===== config.mk =====
export PLATFORM = sky130hd
export DESIGN_NAME = irq_sched
export DESIGN_NICKNAME = d
export VERILOG_FILES = /design/src/rtl/irq_sched.sv
export SDC_FILE = /design/constraint.sdc
export NUM_CORES = 1
export LEC_CHECK = 0
export ABC_AREA = 1
export BUFFER_PORTS_ARGS = -buffer_cell sky130_fd_sc_hd__buf_2
export CORE_ASPECT_RATIO = 0.9
export CORE_MARGIN = 3
export CORE_UTILIZATION = 51
export CTS_CLUSTER_SIZE = 24
export DETAILED_ROUTE_END_ITERATION = 16
export PLACE_DENSITY = 0.77
export SLEW_MARGIN = 25
export SYNTH_ARGS = -nofsm -noshare
export SYNTH_HDL_FRONTEND = slang
export SYNTH_SLANG_ARGS = --single-unit

===== constraint.sdc =====
create_clock -name clk -period 1.6 [get_ports clk]
set_input_delay 0.08 -clock clk [delete_from_list [all_inputs] [get_ports clk]]
set_output_delay 0.08 -clock clk [all_outputs]
set_load 0.02 [all_outputs]

===== src/rtl/irq_sched.sv =====
// Raster-timed interrupt scheduler: raises RST 1 (mid-screen) and RST 2 (vblank)
// requests and answers the i8080 INTA handshake with the matching RST opcode.
`ifndef STATUS_INTA
`define STATUS_INTA 0
`endif

module irq_sched #(
  parameter int unsigned LINE_CLKS       = 4,
  parameter int unsigned LINES_PER_FRAME = 262,
  parameter int unsigned MID_LINE        = 96,
  parameter int unsigned VBLANK_LINE     = 224,
  parameter int unsigned XLEN            = 8
) (
  input  logic            clk,
  input  logic            rst,
  input  logic            sync,
  input  logic            dbin,
  input  logic [XLEN-1:0] status_in,
  output logic            iint,
  output logic [XLEN-1:0] data_out,
  output logic            data_oe,
  output logic [8:0]      line,
  output logic            frame_tick,
  output logic [1:0]      pending
);

  localparam int unsigned PIX_W = (LINE_CLKS > 1) ? $clog2(LINE_CLKS) : 1;
  localparam logic [PIX_W-1:0] PIX_LAST  = PIX_W'(LINE_CLKS - 1);
  localparam logic [8:0]       LINE_LAST = 9'(LINES_PER_FRAME - 1);
  localparam logic [8:0]       LINE_MID  = 9'(MID_LINE);
  localparam logic [8:0]       LINE_VBL  = 9'(VBLANK_LINE);
  localparam logic [XLEN-1:0]  VEC_RST1  = XLEN'(8'hCF);
  localparam logic [XLEN-1:0]  VEC_RST2  = XLEN'(8'hD7);
  localparam logic [XLEN-1:0]  VEC_RST7  = XLEN'(8'hFF);

  typedef enum logic [1:0] {IDLE, ARMED, DRIVE} state_t;
  typedef enum logic [1:0] {SRC_NONE, SRC_MID, SRC_VBL} src_t;

  state_t           state;
  src_t             src;
  logic [XLEN-1:0]  vector;
  logic [PIX_W-1:0] pix_cnt;
  logic             mid_pend, vbl_pend;
  logic             inta, abort, ack_done;
  logic             mid_evt, vbl_evt, mid_clr, vbl_clr;
  logic             unused_status;

  always_comb begin
    inta          = sync && status_in[`STATUS_INTA];
    abort         = sync && !status_in[`STATUS_INTA];
    unused_status = ^status_in;
    mid_evt       = (line == LINE_MID) && (pix_cnt == '0);
    vbl_evt       = (line == LINE_VBL) && (pix_cnt == '0);
    // A foreign status word ends the handshake without acknowledging anything.
    ack_done      = (state == DRIVE) && !abort && !dbin;
    mid_clr       = ack_done && (src == SRC_MID);
    vbl_clr       = ack_done && (src == SRC_VBL);
  end

  assign pending = {vbl_pend, mid_pend};

  always_ff @(posedge clk) begin
    if (rst) begin
      pix_cnt    <= '0;
      line       <= '0;
      frame_tick <= 1'b0;
      mid_pend   <= 1'b0;
      vbl_pend   <= 1'b0;
      iint       <= 1'b0;
      data_oe    <= 1'b0;
      data_out   <= '0;
      vector     <= '0;
      src        <= SRC_NONE;
      state      <= IDLE;
    end else begin
      if (pix_cnt == PIX_LAST) begin
        pix_cnt <= '0;
        line    <= (line == LINE_LAST) ? '0 : line + 9'd1;
      end else begin
        pix_cnt <= pix_cnt + 1'b1;
      end
      frame_tick <= (line == '0) && (pix_cnt == '0);

      // Set is ORed in after the clear so a coincident new event is never lost.
      mid_pend <= mid_evt | (mid_pend & ~mid_clr);
      vbl_pend <= vbl_evt | (vbl_pend & ~vbl_clr);
      iint     <= mid_pend | vbl_pend;

      case (state)
        IDLE: begin
          data_oe <= 1'b0;
          if (inta) begin
            state <= ARMED;
            if (vbl_pend) begin
              vector <= VEC_RST2;
              src    <= SRC_VBL;
            end else if (mid_pend) begin
              vector <= VEC_RST1;
              src    <= SRC_MID;
            end else begin
              vector <= VEC_RST7;
              src    <= SRC_NONE;
            end
          end
        end
        ARMED: begin
          if (abort) begin
            state   <= IDLE;
            data_oe <= 1'b0;
          end else if (dbin) begin
            state    <= DRIVE;
            data_oe  <= 1'b1;
            data_out <= vector;
          end
        end
        DRIVE: begin
          if (abort || !dbin) begin
            state   <= IDLE;
            data_oe <= 1'b0;
          end
        end
        default: begin
          state   <= IDLE;
          data_oe <= 1'b0;
        end
      endcase
    end
  end

endmodule


==> run_results.csv <==
group,metric,value,unit
clocking,post_cts_resized,0,
setup_path,crit_fanout,8,
finish,final_cells,237,
grt,grt_overflow,0,
yosys,synth_seq_cells,28,
worst_hold_path,hold_class,"primary input to flop",
placed_design,place_congestion,0.824,
grt,grt_pass1_wl,4.26,mm
detailed_routing,viasPerCell,4.95,
floorplanning,fp-row-count,17,
clocking,cts_tree,"yes",
placed_design,dp_hpwl,2.05,mm
timing,clock.fmax,721,MHz
floorplanning,die_h,54.7,um
floorplanning,die_x,60.2,um
power,power_density,819,nW/um^2
finish,n_antenna_cell,0,
detailed_routing,wl_per_cell,11.3,um
setup_path,setup.worst_path.end_class,"flop",
timing,finalSetupTns,0,ns
detailed_routing,drc,0,
clocking,ctsHtreeMaxLevel,1,
setup_path,crit_required,1.84,ns
clocking,cts_setup_buffers,0,
detailed_routing,totalWireLength,2.67,mm
timing,relSlewSlack,76.9,%
yosys,syn_area_per_cell,7.12,sq um
grt,grt_antenna_before_repair,0,
grt,grt_pass1_vias,1018,
detailed_routing,via_count,1172,
detailed_routing,drtPass1Iterations,4,
yosys,synth_cells,189,
yosys,synth_top_area_cell,"dfxtp_1",
finish,syn2layout_area_growth,9.76,%
job,maxCapViolations,0,
setup_path,start_kind,"flop",
yosys,ys_seq_area_share,41.6,%
clocking,cts_hold_buf,0,
placed_design,placed_cells,233,
grt,grt_max_degree,16,
power,p_leak,0.721,nW
setup_path,cp.arrival,1.62,ns
timing,finalSetupViolCount,0,
clocking,clock_latency,0.32,ns
clocking,clock-sinks,28,
detailed_routing,drtIter0Drc,30,
timing,hold_viol,0,
clocking,cts_buffers,3,
grt,grt_usage,17.2,%
yosys,synth_cell_type_count,23,
finish,drive_above_1_share,20.1,%
timing,fin_crit,1.39,ns
timing,finClkSkew,0.00482,ns
floorplanning,initial_core_util,54.1,%
yosys,ys_warn_count,0,
yosys,synth_top_area_share,41.6,%
timing,rsz0062_at_grt,"false",
clocking,cts_buffer_depth,2,
setup_path,rrSetupSlack,0.21,ns
finish,final_nets,227,
status,status,"finished, final reports clean",
yosys,synth.cell_area,1350,sq um
yosys,synthTopCellsByArea,"dfxtp_1 (42%), nor2_1 (10%), nand2_1 (9.8%), inv_1 (6.7%), ha_1 (4.6%)",
clocking,root_buffer,"clkbuf_4",
yosys,syn_nets,206,
floorplanning,die-area,3290,sq um
setup_path,crit_type,"flop to flop",
power,ir_drop,0.511,mV
finish,final_cell_mix,"nor2_1 (37), nand2_1 (35), dfxtp_1 (28), buf_2 (26), inv_1 (24)",
finish,final_common_cell,"nor2_1",
floorplanning,core_area,2490,sq um
timing,period_share,86.7,%
detailed_routing,drtAntennaViolNets,0,
floorplanning,pin_count,34,
placed_design,portBuffers,26,
timing,slew_viol_final,0,
timing,worst_pin_slew,0.345,ns
clocking,cts.clk_slew.worst_paths,0.15,ns
-- final cells by class --
class,count,area [sq um]
Clock buffer,4,36.3
Inverter,26,103
Multi-Input combinational cell,125,613
Fill cell,239,1010
Tap cell,28,35.0
Timing Repair Buffer,26,130
Sequential cell,28,561
-- critical path, stage by stage, from the launching register on --
cell and delay (ns):
dfxtp_1 0.38, ha_1 0.32, nand3_1 0.17, nor2_2 0.19, nand4_1 0.11, nand2_1 0.09, nor2_1 0.04
-- cells in the mapped netlist --
master / n
nor2_1: 37
nand2_1: 35
dfxtp_1: 28
inv_1: 24
nand3_1: 11
a21oi_1: 10
buf_4: 8
nand4_1: 7
ha_1: 5
nor2_2: 4
o21ai_1: 4
o21ai_0: 3
buf_2: 2
nand2_2: 2
and3_1: 1
clkinv_4: 1
inv_2: 1
nand2_4: 1
nor2_4: 1
nor3_1: 1
nor3_2: 1
or2_2: 1
xor2_1: 1
-- per-layer routing --
metal  part of all wire, %  track usage, %  up-vias
met2                    49            30.4       28
met1                    45            20.9      515
met3                   4.9            2.83        4
met4                   1.0            6.64        0
met5                     0               0        -
li1                      -               -      625
-- state kept, by name, summed over array words and instances, names as in the netlist --
register and count:
iint 1, mid_pend 1, vbl_pend 1, line 9, data_out 4, frame_tick 1
state 2, vector 4, data_oe 1, src 2, pix_cnt 2
-- worst paths after layout --
| kind | start | endpoint | cells after the start |
|---|---|---|---|
| max | pix_cnt[0]$_SDFF_PP0_ | line[8]$_SDFFE_PP0P_ | 6 |
| min | dbin | state[0]$_SDFFE_PP0P_ | 4 |
| min reg2reg | pix_cnt[0]$_SDFF_PP0_ | pix_cnt[0]$_SDFF_PP0_ | 1 |
| max reg2reg | pix_cnt[0]$_SDFF_PP0_ | line[8]$_SDFFE_PP0P_ | 6 |
-- metrics by stage --
step | setup slack [ns] | hold WS (ns) | util [%] | power, mW | area, sq um
3_5_place_dp | 0.225 | 0.430 | 57.9 | 0.890 | 1440
3_3_place_gp | 0.315 | 0.424 | 57.9 | 0.884 | 1440
5_1_grt | 0.0929 | 0.0681 | 59.4 | 1.28 | 1480
4_1_cts | 0.199 | 0.0719 | 59.4 | 1.23 | 1480
6_report | 0.213 | 0.0845 | 59.4 | 1.21 | 1480
2_1_floorplan | 0.363 | 0.149 | - | 0.856 | 1350
-- power breakdown --
part,switching [mW],internal [mW],total (mW)
logic,0.0870,0.0471,0.134
registers,0.0155,0.724,0.740
clock network,0.198,0.139,0.337
total,0.300,0.910,1.21
-- cell families (layout without fill, tap and decap cells) --
logic type | Yosys count | after routing | synth area share (%)
AO/OA/AOI/OAI | 17 | 17 | 6.32
flip-flops | 28 | 28 | 41.6
buffers and inverters | 36 | 56 | 12.8
adder cells (fa/ha/maj) | 5 | 5 | 4.65
AND/OR/NAND/NOR | 102 | 102 | 33.9
XOR/XNOR | 1 | 1 | 0.651
Power figures use the tool's default switching activity.
